### src/rtl/imem_port_arbiter_if.sv
// ---------------------------------------------------------------------------
// imem_port_arbiter_if
//   Bundles the fetch, data and byte-wide memory signals of the instruction
//   memory port arbiter.
//   slave  : the arbiter (consumes requests and mem_dataout, drives grants,
//            results and the memory address/write strobe).
//   master : the surrounding core / memory model.
//   Fetch : f_req, f_addr[31:0] -> f_grant, f_rdata[7:0]
//   Data  : d_req, d_we, d_addr[31:0], d_size[1:0], d_wdata[31:0]
//           -> d_rdata[31:0], d_busy, d_done
//   Mem   : mem_addr[31:0], mem_we, mem_datain[7:0] -> mem_dataout[7:0]
// ---------------------------------------------------------------------------
interface imem_port_arbiter_if;
    logic        f_req;
    logic [31:0] f_addr;
    logic        f_grant;
    logic [7:0]  f_rdata;

    logic        d_req;
    logic        d_we;
    logic [31:0] d_addr;
    logic [1:0]  d_size;
    logic [31:0] d_wdata;
    logic [31:0] d_rdata;
    logic        d_busy;
    logic        d_done;

    logic [31:0] mem_addr;
    logic        mem_we;
    logic [7:0]  mem_datain;
    logic [7:0]  mem_dataout;

    modport slave (
        input  f_req, f_addr, d_req, d_we, d_addr, d_size, d_wdata, mem_dataout,
        output f_grant, f_rdata, d_rdata, d_busy, d_done, mem_addr, mem_we, mem_datain
    );

    modport master (
        output f_req, f_addr, d_req, d_we, d_addr, d_size, d_wdata, mem_dataout,
        input  f_grant, f_rdata, d_rdata, d_busy, d_done, mem_addr, mem_we, mem_datain
    );
endinterface

### src/rtl/imem_port_arbiter.sv
// ---------------------------------------------------------------------------
// imem_port_arbiter
//   Shares one byte-wide memory port between instruction fetch and a data
//   side that moves 1..4 bytes (any alignment) one byte per cycle.
//   Data accesses take priority: while bytes are moving, fetch is stalled
//   (f_grant=0); otherwise fetch owns the port and mem_addr follows f_addr.
//
//   Ports:
//     clk     - clock, rising edge
//     resetn  - asynchronous active-low reset
//     bus     - imem_port_arbiter_if.slave (fetch, data and memory signals)
//
//   Build option:
//     ARB_STORE_EN - when defined, d_we selects stores that drive mem_we and
//                    mem_datain. When undefined, d_we/d_wdata are ignored,
//                    mem_we/mem_datain are tied 0 and every access is a load.
// ---------------------------------------------------------------------------
module imem_port_arbiter (
    input  logic                 clk,
    input  logic                 resetn,
    imem_port_arbiter_if.slave   bus
);

    typedef enum logic [1:0] {IDLE, XFER, DONE} state_t;

    state_t      state_q;
    logic [1:0]  cnt_q;
    logic [1:0]  size_q;
    logic [31:0] addr_q;
    logic [31:0] rdata_q;
    logic        busy_q;
    logic        done_q;
    logic        we_q;
    logic [31:0] wdata_q;

    // Request fields as the FSM latches them; store fields collapse to 0
    // when the store path is not built.
    logic        we_d;
    logic [31:0] wdata_d;

`ifdef ARB_STORE_EN
    assign we_d    = bus.d_we;
    assign wdata_d = bus.d_wdata;
`else
    assign we_d    = 1'b0;
    assign wdata_d = 32'h0;
    logic unused_store_inputs;
    assign unused_store_inputs = &{1'b0, bus.d_we, bus.d_wdata};
`endif

    always_ff @(posedge clk or negedge resetn) begin
        if (!resetn) begin
            state_q <= IDLE;
            cnt_q   <= 2'd0;
            size_q  <= 2'd0;
            addr_q  <= 32'h0;
            rdata_q <= 32'h0;
            busy_q  <= 1'b0;
            done_q  <= 1'b0;
            we_q    <= 1'b0;
            wdata_q <= 32'h0;
        end else begin
            case (state_q)
                IDLE: begin
                    if (bus.d_req) begin
                        addr_q  <= bus.d_addr;
                        size_q  <= bus.d_size;
                        we_q    <= we_d;
                        wdata_q <= wdata_d;
                        cnt_q   <= 2'd0;
                        // Loads start from zero so lanes past the size read as 0.
                        if (!we_d)
                            rdata_q <= 32'h0;
                        busy_q  <= 1'b1;
                        state_q <= XFER;
                    end
                end
                XFER: begin
                    if (!we_q)
                        rdata_q[{cnt_q, 3'b000} +: 8] <= bus.mem_dataout;
                    if (cnt_q == size_q) begin
                        done_q  <= 1'b1;
                        state_q <= DONE;
                    end else begin
                        cnt_q <= cnt_q + 2'd1;
                    end
                end
                DONE: begin
                    done_q  <= 1'b0;
                    busy_q  <= 1'b0;
                    state_q <= IDLE;
                end
                default: begin
                    done_q  <= 1'b0;
                    busy_q  <= 1'b0;
                    state_q <= IDLE;
                end
            endcase
        end
    end

    logic in_xfer;
    assign in_xfer = (state_q == XFER);

    // Byte address wraps naturally in 32 bits.
    assign bus.mem_addr = in_xfer ? (addr_q + {30'h0, cnt_q}) : bus.f_addr;
    assign bus.f_grant  = bus.f_req & ~in_xfer;
    assign bus.f_rdata  = bus.mem_dataout;
    assign bus.d_rdata  = rdata_q;
    assign bus.d_busy   = busy_q;
    assign bus.d_done   = done_q;

`ifdef ARB_STORE_EN
    assign bus.mem_we     = in_xfer & we_q;
    assign bus.mem_datain = (in_xfer & we_q) ? wdata_q[{cnt_q, 3'b000} +: 8] : 8'h00;
`else
    assign bus.mem_we     = 1'b0;
    assign bus.mem_datain = 8'h00;
    logic unused_store_state;
    assign unused_store_state = &{1'b0, wdata_q};
`endif

endmodule
### src/flat_wrapper.sv
// flat-port wrapper written by rule: the top's interface ports become plain ports
module imem_port_arbiter_flat 
  (clk, resetn, bus_f_req, bus_f_addr, bus_d_req, bus_d_we, bus_d_addr, bus_d_size, bus_d_wdata, bus_mem_dataout, bus_f_grant, bus_f_rdata, bus_d_rdata, bus_d_busy, bus_d_done, bus_mem_addr, bus_mem_we, bus_mem_datain);
  imem_port_arbiter_if bus_i ();
  input  logic clk;
  input  logic resetn;
  input wire logic [$bits(bus_i.f_req)-1:0] bus_f_req;
  input wire logic [$bits(bus_i.f_addr)-1:0] bus_f_addr;
  input wire logic [$bits(bus_i.d_req)-1:0] bus_d_req;
  input wire logic [$bits(bus_i.d_we)-1:0] bus_d_we;
  input wire logic [$bits(bus_i.d_addr)-1:0] bus_d_addr;
  input wire logic [$bits(bus_i.d_size)-1:0] bus_d_size;
  input wire logic [$bits(bus_i.d_wdata)-1:0] bus_d_wdata;
  input wire logic [$bits(bus_i.mem_dataout)-1:0] bus_mem_dataout;
  output wire logic [$bits(bus_i.f_grant)-1:0] bus_f_grant;
  output wire logic [$bits(bus_i.f_rdata)-1:0] bus_f_rdata;
  output wire logic [$bits(bus_i.d_rdata)-1:0] bus_d_rdata;
  output wire logic [$bits(bus_i.d_busy)-1:0] bus_d_busy;
  output wire logic [$bits(bus_i.d_done)-1:0] bus_d_done;
  output wire logic [$bits(bus_i.mem_addr)-1:0] bus_mem_addr;
  output wire logic [$bits(bus_i.mem_we)-1:0] bus_mem_we;
  output wire logic [$bits(bus_i.mem_datain)-1:0] bus_mem_datain;
  assign bus_i.f_req = bus_f_req;
  assign bus_i.f_addr = bus_f_addr;
  assign bus_i.d_req = bus_d_req;
  assign bus_i.d_we = bus_d_we;
  assign bus_i.d_addr = bus_d_addr;
  assign bus_i.d_size = bus_d_size;
  assign bus_i.d_wdata = bus_d_wdata;
  assign bus_i.mem_dataout = bus_mem_dataout;
  assign bus_f_grant = bus_i.f_grant;
  assign bus_f_rdata = bus_i.f_rdata;
  assign bus_d_rdata = bus_i.d_rdata;
  assign bus_d_busy = bus_i.d_busy;
  assign bus_d_done = bus_i.d_done;
  assign bus_mem_addr = bus_i.mem_addr;
  assign bus_mem_we = bus_i.mem_we;
  assign bus_mem_datain = bus_i.mem_datain;
  imem_port_arbiter u_core (.clk(clk), .resetn(resetn), .bus(bus_i));
endmodule
### config.mk
export PLATFORM = sky130hd
export DESIGN_NAME = imem_port_arbiter_flat
export DESIGN_NICKNAME = d
export VERILOG_FILES = /design/src/rtl/imem_port_arbiter_if.sv /design/src/rtl/imem_port_arbiter.sv /design/src/flat_wrapper.sv
export SDC_FILE = /design/constraint.sdc
export NUM_CORES = 1
export LEC_CHECK = 0
export ABC_AREA = 1
export CAP_MARGIN = 20
export CORE_MARGIN = 1
export CORE_UTILIZATION = 30
export DETAILED_ROUTE_END_ITERATION = 8
export HOLD_SLACK_MARGIN = 0.02
export REMOVE_ABC_BUFFERS = 1
export SLEW_MARGIN = 5
export SYNTH_ARGS = -nofsm -noshare
export SYNTH_HDL_FRONTEND = slang
export SYNTH_SLANG_ARGS = --single-unit
### constraint.sdc
create_clock -name clk -period 2.35 [get_ports clk]
set_clock_uncertainty 0.05 [all_clocks]
set_input_delay 0.3525 -clock clk [delete_from_list [all_inputs] [get_ports clk]]
set_output_delay 0.3525 -clock clk [all_outputs]
set_load 0.005 [all_outputs]
---- After elaboration in Yosys (flattened, before gate mapping) ----
Index checks and enable logic that the tools add are counted.
word-level totals
  bits in registers ....................... 72
  input port bits ......................... 111
  output and inout port bits .............. 84
  logic and storage cells ................. 42
operators by class
  $add $sub $neg .......................... 3
  equality and inequality tests ........... 5
  shift-type cells ........................ 2
  multiplexer cells ....................... 14
  bitwise operators ....................... 3
  reductions and logical operators ........ 8
operator list
  kind                      number
  $mux W32                  2
  $pmux W32 S2              1
  $add A32 B2 Y32           1
  $bwmux W32                1
  $shift A8 B7 Y32 const A  1
  $shiftx A8 B7 Y32         1
  $reduce_and A2 Y1         5
  $mux W2                   4
  $pmux W2 S2               2
  $neg A5 Y7                1
  $ne A2 B2 Y1 const B      3
  $pmux W1 S2               2
  $reduce_and A3 Y1         1
  $add A2 B1 Y2 const B     1
  $eq A2 B1 Y1 const B      1
  $eq A2 B2 Y1              1
  $logic_not A2 Y1          1
  $mux W1                   2
  $not A1 Y1                2
  $reduce_bool A2 Y1        1
  $and A1 B1 Y1             1

---- Logic depth before layout (Yosys ltp) ----
Gate-level depths: netlist of the first run.
  depth in word-level cells ............... 4
  mapped depth ............................ 11
  depth with buffers taken out ............ 11

---- Worst setup path before layout of the first run ----
Ideal clock, no wire load.
  path kind ............................... register to output
  start point ............................. register u_core.cnt_q[0]
  end point ............................... output bus_mem_addr[16]
  arrival ................................. 1.667 ns
  data required time ...................... 1.947 ns
  slack ................................... 0.280 ns
  cell stages (with the launch flop) ...... 10
  buffers on the path ..................... 0
  cell sequence ........................... dfrtp_1 ha_1 inv_1 fa_1 nor2_2 nand2_2 nor2_1 xor2_1 nand2_1 nand2_1
on the way
  cells in the longest elaborated chain, start to end .. 2
RTL lines
  item                      RTL line                  source
  start: declaration        imem_port_arbiter.sv:27   logic [1:0] cnt_q;
  start signal: assignment  imem_port_arbiter.sv:85   cnt_q <= cnt_q + 2'd1;
  $add A32 B2 Y32           imem_port_arbiter.sv:106  assign bus.mem_addr = in_xfer ? (addr_q + {30'h0, cnt_q}) : bus.f_addr;
  $mux W32                  imem_port_arbiter.sv:106
  end: declaration          flat_wrapper.sv:20        output wire logic [$bits(bus_i.mem_addr)-1:0] bus_mem_addr;
No other way between the ends.

---- Worst setup path after layout of the first run ----
  start point ............................. register u_core.cnt_q[0]
  end point ............................... output bus_mem_addr[12]
The elaborated chain is that of the path after synthesis.

==> results of run 1 <==
-- cells in the final DEF (no fill, tap or decap), types with 7 or more instances in the layout --
| cell | n |
|---|---|
| o21ai_2 | 9 |
| conb_1 | 9 |
| nand2_2 | 8 |
| dfrtp_1 | 72 |
| o21ai_1 | 9 |
| buf_4 | 13 |
| nand2_1 | 166 |
| nand3_1 | 55 |
| o21ai_0 | 28 |
| xor2_1 | 9 |
| a21oi_1 | 13 |
| buf_2 | 26 |
| inv_1 | 36 |
| clkbuf_16 | 9 |
| buf_6 | 22 |
| nor2_4 | 12 |
| mux2_2 | 22 |
| clkdlybuf4s50_1 | 120 |
| nor2_1 | 51 |
| buf_12 | 7 |
-- routing by layer --
metal  track usage  wire length (um)  vias up
met5             0                 0        -
met3        0.0618               981       15
met1         0.209              5500     2015
met4        0.0526               268        0
li1              -                 -     2145
met2         0.327              6810      156
-- worst paths after layout --
kind | from | end | slack, ns | depth (start not counted)
worst min-delay path | u_core.bus.d_rdata[20] | u_core.bus.d_rdata[20] | 0.46 | 2
worst min register to register | u_core.bus.d_rdata[20] | u_core.bus.d_rdata[20] | 0.46 | 2
worst max register to register | u_core.cnt_q[0] | u_core.bus.d_rdata[26] | 0.39 | 5
worst max-delay path | u_core.cnt_q[0] | bus_mem_addr[12] | -0.33 | 11
min in group asynchronous | resetn | u_core.addr_q[17] | 0.52 | 3
max in group asynchronous | resetn | u_core.addr_q[2] | 1.37 | 3
-- worst max-delay path, cell delays in order, from the launching register on --
cell	delay, ns
dfrtp_1	0.35
ha_2	0.19
inv_2	0.04
fa_2	0.39
nor2_4	0.14
buf_6	0.13
nand2_8	0.07
buf_6	0.15
nor2_4	0.10
xor2_1	0.18
o21ai_1	0.09
buf_2	0.13
-- sequential cells by signal, summed over array words and instances (netlist names) --
signal,count
u_core.addr_q,32
u_core.bus.d_rdata,32
u_core.cnt_q,2
u_core.size_q,2
u_core.state_q,2
u_core.bus.d_busy,1
u_core.bus.d_done,1
-- cell type report --
type	instances	area, um^2	area share
multi-input cells	427	2390	0.354
repair buffers	195	1880	0.278
flip-flops and latches	72	1800	0.266
clock buffers	10	239	0.0353
well taps	180	225	0.0333
inverters	43	164	0.0242
clock inverters	5	57.6	0.00851
-- synthesized netlist by cell type, drive strengths merged --
cell type,instances
xor2,13
or2,1
clkinv,1
clkbuf,5
nor2,65
nand4,1
xnor2,3
inv,42
ha,6
conb,1
buf,29
a21oi,13
dfrtp,72
nand3,60
mux2,22
o21ai,46
o22ai,1
nand3b,6
fa,1
nand2,180
-- metrics by stage --
stage | TNS [ns] | util | instances | power (uW)
after floorplan | 0 | - | 542 | 4090
after global placement | -4.34 | 0.436 | 894 | 6150
after detailed placement | -4.96 | 0.436 | 894 | 6230
after CTS | -5.03 | 0.475 | 932 | 7510
after global routing | -8.02 | 0.482 | 932 | 8160
final | -4.49 | 0.482 | 932 | 7540
-- cells by family (layout without fill, tap and decap cells) --
group,Yosys count,in the layout,synth area share
other,1,9,0.000859
multiplexers,22,22,0.0568
AND/OR/NAND/NOR,313,313,0.313
AO/OA/AOI/OAI,60,60,0.0768
XOR/XNOR,16,16,0.0321
buffers and inverters,77,253,0.0860
adder cells (fa/ha/maj),7,7,0.0218
flip-flops,72,72,0.413
-- timing repair --
action	CTS	global route
hold buffers	1	0
pin swaps	46	33
endpoints found under the hold margin	72	0
resized for setup	156	20
buffers inserted	22	2
setup endpoints to repair	32	31
-- power by group through the flow --
| stage | registers [uW] | clock network (uW) | logic [uW] |
|---|---|---|---|
| final | 2130 | 1390 | 4020 |
| after global routing | 2200 | 1470 | 4480 |
| after CTS | 2110 | 1420 | 3970 |
| after detailed placement | 2120 | 0 | 4120 |
| after global placement | 2110 | 0 | 4050 |
| after floorplan | 2030 | 0 | 2060 |
==> results.md, run 1 <==
* Die area at about 0.015 mm^2
* Core Box Area at 0.0140 mm^2
* Sequential-to-total area share from yosys stat at 0.413
* Worst-margin pin slew at 0.774 ns
* Routed vias/inst at ~4.6
* Gr usage total at 0.184
* Crit start category: flip-flop
* CP Data Required Time at about 2.0 ns
* Placed Instance Area at 0.00612 mm^2
* Rel. slew slack at 0.484
* FP Rows at 43
* Sink Count at 72
* Final setup violation count at 27
* Initial Utilization at 0.311
* Sw Pwr at about 3200 uW
* Tcrit/Tclk final at 1.14
* Gate power share at 0.533
* Hold Fails Final Rpt at 0
* Remaining DRCs at 0
* CTS tree: done
* CTS Root Cell: clkbuf_16
* Number of H-tree levels at 3
* Synth Cell Area at approximately 0.0044 mm^2
* Synth top area cells: dfrtp_1, nand2_1, nand3_1
* P_leak at roughly 0.003 uW
* Syn avg cell area at 7.68 um^2
* Largest net degree at the start of global routing at 73
* Crit Path Max Fanout at 5
* Switching Share at 0.420
* Routed via count at ~4,300
* Worst setup margin at -0.327 ns
* Sequential Power Share at 0.283
* Chip Height at between 100 and 150 um
* FILL cells at between 1,000 and 1,500
* Setup CP Type: reg2out
* Synthesis warning total at 0
* P_int at approximately 4400 uW
* Post-Place Setup Slack at -0.312 ns
* WL per Instance at between 10 and 15 um
* Port Buf Inserts at 152
* Top-area cell type share of the netlist area at 0.413
* Clock Pin Slew Worst Setup and Hold Paths at approximately 0.050 ns
* Final Wtd Congestion at approximately 0.85
* Clock network fraction of total power at 0.184
* Worst Setup End Kind: output port
* Area grow syn2layout at 55.0%
* Initial antenna violation count at 0
* Pins Over Slew Limit at 0
* Worst-Skew Late Latency at 0.34 ns
* Max Cap Violations at 0
* Netlist cell types at 27
* First-pass GRT wire length at between 20 and 25 mm
* Design area at about 0.0068 mm^2
* Period minus WS final at around 2.7 ns
* Status: complete, but fails checks
* Clk buf depth at 2
* Dpl hpwl at 9.61 mm
* Gr ovfl total at 0
* PwrDens at 1120 mW/mm^2
* Fmax at roughly 370 MHz
* Flop and latch count out of synthesis at between 70 and 80
* WP data arrival at 2.27 ns
* Peak supply drop at 0.509 mV
* Number of diodes at 0
* HP Class: reg2reg
* DR iter-0 viols at ~180
* Layout cells sized above 1 at 0.214
* Post-Route WL at about 14 mm
* Post-route ant nets at 0
* Die Wd at 123 um
* Layout net count at roughly 870
* Cells after synthesis at between 500 and 600
* Num CTS Buffers at 9
* # IOs at 195
* Violations in the final reports: negative setup slack
* Worst hold slack at around 0.46 ns
* RSZ-0062 raised after global routing: true
* Synth area leader: dfrtp_1
* Vias in the first global route at ~4,200
* DR pass1 iterations at 4
Note: power is estimated with default switching activity, not from simulation.
==> run 2, diff against run 1 <==
--- a/config.mk
+++ b/config.mk
@@ -7,6 +7,7 @@
 export LEC_CHECK = 0
 export ABC_AREA = 1
 export CAP_MARGIN = 20
+export CORE_ASPECT_RATIO = 0.6
 export CORE_MARGIN = 1
 export CORE_UTILIZATION = 30
 export DETAILED_ROUTE_END_ITERATION = 8
==> constraint.sdc (replaced) <==
create_clock -name clk -period 3.03 [get_ports clk]
set_clock_uncertainty 0.05 [all_clocks]
set_input_delay 0.4545 -clock clk [delete_from_list [all_inputs] [get_ports clk]]
set_output_delay 0.4545 -clock clk [all_outputs]
set_load 0.005 [all_outputs]
==> run 2 against run 1 <==
The run now ends clean; clock-buffer cell count decreased by 1; largest cell class unchanged; via count decreased by 3.1%; sequential share of layout area increased by 1.4 points; register-to-register slack improved by 0.60 ns; critical path depth decreased by 2.
==> results.md, run 2 (same netlist as run 1, synthesis figures left out) <==
* Status: completed (was complete, but fails checks)
* Commonest non-fill, non-tap cell in the layout: nand2_1 (unchanged)
* Commonest non-fill, non-tap cells in the layout: nand2_1, clkdlybuf4s50_1, dfrtp_1 (unchanged)
* Setup CP Type: reg2out (unchanged)
* FP Rows at 33 (was 43)
* Worst-margin pin slew at 0.962 ns (was 0.774 ns)
* Worst Setup End Kind: output port (unchanged)
* Post-route ant nets at 0 (unchanged)
* Final setup violation count at 0 (was 27)
* P_leak at 0.00299 uW (was 0.00306 uW)
* WP data arrival at 2.52 ns (was 2.27 ns)
* WL per Instance at 14.8 um (was 14.6 um)
* Chip Height at 95.4 um (was 123 um)
* Design area at 0.00643 mm^2 (was 0.00676 mm^2)
* Crit start category: flip-flop (unchanged)
* Remaining DRCs at 0 (unchanged)
* Number of diodes at 0 (unchanged)
* RSZ-0062 raised after global routing: true (unchanged)
* Largest net degree at the start of global routing at 74 (was 73)
* Setup_tns at 0 ns (was -4.49 ns)
* Area grow syn2layout at 47.3% (was 55.0%)
* Clk buf depth at 2 (unchanged)
* Die Wd at 158 um (was 123 um)
* Tcrit/Tclk final at 0.999
* Pins Over Slew Limit at 0 (unchanged)
* Sink Count at 72 (unchanged)
* Dpl hpwl at 10.2 mm (was 9.61 mm)
* Period minus WS final at 3.03 ns
* Core Box Area at 0.0139 mm^2 (was 0.0140 mm^2)
* Hold Fails Final Rpt at 0 (unchanged)
* Die area at 0.0150 mm^2 (about the same)
* Peak supply drop at 0.376 mV (was 0.509 mV)
* Max Cap Violations at 0 (unchanged)
* Number of H-tree levels at 3 (unchanged)
* First-pass GRT wire length at 21.1 mm (was 20.9 mm)
* Rel. slew slack at 0.359 (was 0.484)
* # IOs at 195 (unchanged)
* Crit Path Max Fanout at 5 (unchanged)
* Clock Pin Slew Worst Setup and Hold Paths at 0.07 ns (was 0.05 ns)
* Layout cells sized above 1 at 0.126 (was 0.214)
* Gr usage total at 0.186 (was 0.184)
* Initial antenna violation count at 0 (unchanged)
* Routed vias/inst at 4.59 (was 4.65)
* Gr ovfl total at 0 (unchanged)
* DR iter-0 viols at 184 (was 179)
* Final Wtd Congestion at 0.892 (was 0.846)
* PwrDens at 898 mW/mm^2 (was 1120 mW/mm^2)
* Core Util, Final at 0.462 (was 0.482)
* Fmax at 330 MHz
* Worst-Skew Late Latency at 0.33 ns (was 0.34 ns)
* HP Class: in2async (was reg2reg)
* Cts-stage hold buffer count at 0 (was 1)
* Port Buf Inserts at 152 (unchanged)
* Num CTS Buffers at 9 (unchanged)
* CTS tree: done (unchanged)
* CP Data Required Time at 2.53 ns (was 1.95 ns)
* Routed via count at 4,196 (was 4,331)
* Initial Utilization at 0.314 (was 0.311)
* Placed Instance Area at 0.00598 mm^2 (was 0.00612 mm^2)
* Layout net count at 836 (was 866)
* Worst setup margin at 0.00193 ns (was -0.327 ns)
* DR pass1 iterations at 4 (unchanged)
* Post-Place Setup Slack at 0.246 ns (was -0.312 ns)
* CTS Root Cell: clkbuf_16 (unchanged)
* Vias in the first global route at 4,078 (was 4,236)
* Post-Route WL at 13.5 mm (was 13.6 mm)
run 2: timing repair:
item	4_1_cts	5_1_grt
gates resized for setup	9	23
gates cloned	0	0
pin swaps	5	10
buffers inserted	2	5
endpoints found under the setup margin	14	20
run 2: path summary, 6_finish.rpt:
| path | startpoint | endpoint | slack (ns) | cells after the start |
|---|---|---|---|---|
| worst max-delay path | u_core.cnt_q[0] | bus_mem_addr[10] | 0.002 | 9 |
| worst min-delay path | resetn | u_core.bus.d_rdata[16] | 0.20 | 1 |
| worst max register to register | u_core.cnt_q[0] | u_core.bus.d_rdata[6] | 0.99 | 8 |
| worst min register to register | u_core.bus.d_rdata[11] | u_core.bus.d_rdata[11] | 0.46 | 2 |
| max in group asynchronous | resetn | u_core.addr_q[1] | 2.09 | 1 |
| min in group clk | u_core.bus.d_rdata[11] | u_core.bus.d_rdata[11] | 0.46 | 2 |
run 2: layout make-up:
type | instances | area [um^2]
clock buffers | 9 | 225
fillers | 1393 | 7490
multi-input cells | 427 | 2290
well taps | 192 | 240
repair buffers | 165 | 1640
clock inverters | 7 | 68.8
inverters | 43 | 161
flip-flops and latches | 72 | 1800
run 2: critical path, cell delays in order, from the launching register on:
cell and delay (ns):
dfrtp_1 0.35, ha_2 0.18, inv_1 0.05, fa_2 0.36, nor2_4 0.14, nand2_4 0.11, nor2_4 0.21, xor2_1 0.12
o21ai_1 0.15, clkdlybuf4s50_1 0.52
run 2: stage by stage:
stage	hold WS, ns	power [uW]	std cells
finish	0.202	5770	915
detailed placement	0.453	4720	892
global route	0.305	6270	915
global placement	0.445	4680	892
floorplan	0.109	3170	542
CTS	0.251	5820	910
run 2: layer usage:
metal,routed length (um),vias up,GRT usage
li1,-,2093,-
met1,7190,1963,0.288
met2,5280,133,0.257
met3,962,7,0.0432
met4,77,0,0.0388
met5,0,-,0
run 2: where the power goes:
group	internal (uW)	switching, uW	total (uW)	leakage, uW
Clock	583	485	1070	0.000147
Sequential	1300	357	1650	0.000904
Combinational	1430	1620	3050	0.00194
Total	3310	2460	5770	0.00299
==> run 3, diff against run 2 <==
--- a/config.mk
+++ b/config.mk
@@ -10,6 +10,7 @@
 export CORE_ASPECT_RATIO = 0.6
 export CORE_MARGIN = 1
 export CORE_UTILIZATION = 30
+export CTS_BUF_LIST = sky130_fd_sc_hd__clkbuf_2
 export DETAILED_ROUTE_END_ITERATION = 8
 export HOLD_SLACK_MARGIN = 0.02
 export REMOVE_ABC_BUFFERS = 1
==> run 3 against run 2 <==
The run now ends with negative setup slack left; critical path depth grew 3; total power shrank 8.3%; global-route usage grew 0.41 points; via count grew 2.9%; combinational power is essentially flat; first-iteration DRC count grew 1.6%; worst setup slack lost 0.048 ns; utilization grew 0.81 points; register-to-register slack is essentially flat; sequential power is essentially flat.
==> results.md, run 3 (same netlist as run 1, synthesis figures left out) <==
* Gr usage total at 0.190 (was 0.186)
* Area grow syn2layout at 49.9% (was 47.3%)
* FILL cells at 1,409 (was 1,393)
* Pins Over Slew Limit at 0 (unchanged)
* Final Wtd Congestion at 0.892 (unchanged)
* Multi-input gate area at 0.00240 mm^2 (was 0.00229 mm^2)
* Die area at 0.0150 mm^2 (unchanged)
* Sink Count at 72 (unchanged)
* # IOs at 195 (unchanged)
* Gr ovfl total at 0 (unchanged)
* Period minus WS final at 3.08 ns (was 3.03 ns)
* Layout net count at 861 (was 836)
* Number of H-tree levels at 3 (unchanged)
* Routed vias/inst at 4.59 (about the same)
* Core Box Area at 0.0139 mm^2 (unchanged)
* WL per Instance at 14.9 um (was 14.8 um)
* Tcrit/Tclk final at 1.02 (was 0.999)
* Worst hold slack at 0.386 ns (was 0.202 ns)
* Initial Utilization at 0.314 (unchanged)
* Post-Route WL at 14.0 mm (was 13.5 mm)
* Setup CP Type: reg2out (unchanged)
* Chip Height at 95.4 um (unchanged)
* R2r setup slk at 0.98 ns (was 0.99 ns)
* Critical R2R Launch: u_core.cnt_q[0] (unchanged)
* Worst setup margin at -0.0456 ns (was 0.00193 ns)
* Reg2reg end: u_core.bus.d_rdata[2] (was u_core.bus.d_rdata[6])
* Worst Setup End Kind: output port (unchanged)
* Worst Hold Path EP: u_core.addr_q[18]
* CTS Root Cell: clkbuf_2 (was clkbuf_16)
* RSZ-0062 raised after global routing: true (unchanged)
* Violations in the final reports: negative setup slack
* Rel. slew slack at 0.352 (was 0.359)
* Remaining DRCs at 0 (unchanged)
* PwrDens at 809 mW/mm^2 (was 898 mW/mm^2)
* Port Buf Inserts at 152 (unchanged)
* Post-route ant nets at 0 (unchanged)
* Worst-Skew Late Latency at 0.54 ns (was 0.33 ns)
* CTS tree: done (unchanged)
* Die Wd at 158 um (unchanged)
* First-pass GRT wire length at 21.5 mm (was 21.1 mm)
* Fmax at 325 MHz (was 330 MHz)
* Largest net degree at the start of global routing at 74 (unchanged)
* Power, Total at 5290 uW (was 5770 uW)
* WP data arrival at 2.57 ns (was 2.52 ns)
* Final setup violation count at 4 (was 0)
* Worst r2r path cells at 8 (unchanged)
* Hold Fails Final Rpt at 0 (unchanged)
* Initial antenna violation count at 0 (unchanged)
* Peak supply drop at 0.471 mV (was 0.376 mV)
* Routed via count at 4,319 (was 4,196)
* HP Class: in2reg (was in2async)
* Hold Path Origin: bus_d_addr[18]
* Hold path depth at 3
* Status: complete, but fails checks (was completed)
* Layout cells sized above 1 at 0.215 (was 0.126)
* Commonest non-fill, non-tap cell in the layout: nand2_1 (unchanged)
* Dpl hpwl at 10.2 mm (unchanged)
* Num CTS Buffers at 9 (unchanged)
* Sequential Area at 0.00181 mm^2 (was 0.00180 mm^2)
* Clk buf depth at 2 (unchanged)
* DR pass1 iterations at 4 (unchanged)
* FP Rows at 33 (unchanged)
* CP Data Required Time at 2.53 ns (about the same)
* Vias in the first global route at 4,196 (was 4,078)
* Crit start category: flip-flop (unchanged)
* P_leak at 0.00303 uW (was 0.00299 uW)
* Crit Path Max Fanout at 3 (was 5)
* Max Cap Violations at 0 (unchanged)
* DR iter-0 viols at 187 (was 184)
* Clock Pin Slew Worst Setup and Hold Paths at 0.25 ns (was 0.07 ns)
* Worst-margin pin slew at 0.973 ns (was 0.962 ns)
* Commonest non-fill, non-tap cells in the layout: nand2_1, clkdlybuf4s50_1, dfrtp_1 (unchanged)
run 3: cell count changes in the layout (fill, tap and decap cells not counted), moves of 5 or more:
cell	delta
dlymetal6s2s_1	-8
nand2_1	-11
clkbuf_2	+16
buf_2	+10
nand2_2	+8
buf_6	+19
clkbuf_16	-9
clkdlybuf4s50_1	-16
buf_4	+5
run 3: per-layer routing:
metal / track usage / wire (um)
met1: 0.288 / 7310
met2: 0.269 / 5640
met3: 0.0455 / 908
met4: 0.0421 / 114
met5: 0 / 0
run 3: per-stage QoR:
step	instances	util	TNS, ns	instance area (um^2)	worst slack (ns)
finish	941	0.470	-0.0776	6540	-0.0456
CTS	929	0.457	-1.85	6360	-0.178
detailed placement	892	0.430	0	5980	0.246
global route	940	0.470	-3.10	6540	-0.233
global placement	892	0.430	0	5980	0.245
floorplan	542	-	0	4180	0.638
run 3: final cells by class:
| cell class | count | share of cell area |
|---|---|---|
| clock buffers | 9 | 0.00689 |
| inverters | 43 | 0.0258 |
| clock inverters | 7 | 0.0105 |
| well taps | 192 | 0.0367 |
| diodes | 1 | 0.000383 |
| flip-flops and latches | 72 | 0.276 |
| multi-input cells | 427 | 0.367 |
| repair buffers | 190 | 0.276 |
run 3: worst max path at each step:
stage,start,to,depth (start not counted)
after global placement,u_core.cnt_q[0],bus_mem_addr[26],11
after CTS,u_core.cnt_q[0],bus_mem_addr[10],9
after floorplan,u_core.cnt_q[0],bus_mem_addr[16],9
after global routing,u_core.cnt_q[0],bus_mem_addr[30],13
after detailed placement,u_core.cnt_q[0],bus_mem_addr[26],11
final,u_core.cnt_q[0],bus_mem_addr[26],12
run 3: repair_timing:
item | CTS | global route
setup buffers | 20 | 12
pin swaps | 25 | 30
hold buffers | 1 | 0
setup endpoints to repair | 29 | 29
resized for setup | 101 | 59
endpoints found under the hold margin | 72 | 0
run 3: power by group:
group	leakage [uW]	internal, uW	switching, uW
logic	0.00206	1360	1690
registers	0.000901	1300	376
clock network	0.0000733	138	430
run 3: critical path: stages, from the launching register on:
cell and delay [ns]:
dfrtp_1 0.41, ha_2 0.20, inv_2 0.04, fa_2 0.36, nor2_4 0.16, nand2_4 0.10
nor2_4 0.19, buf_6 0.13, nand3b_1 0.08, nand2_1 0.08, nand2_1 0.08, nand2_1 0.10
buf_2 0.11
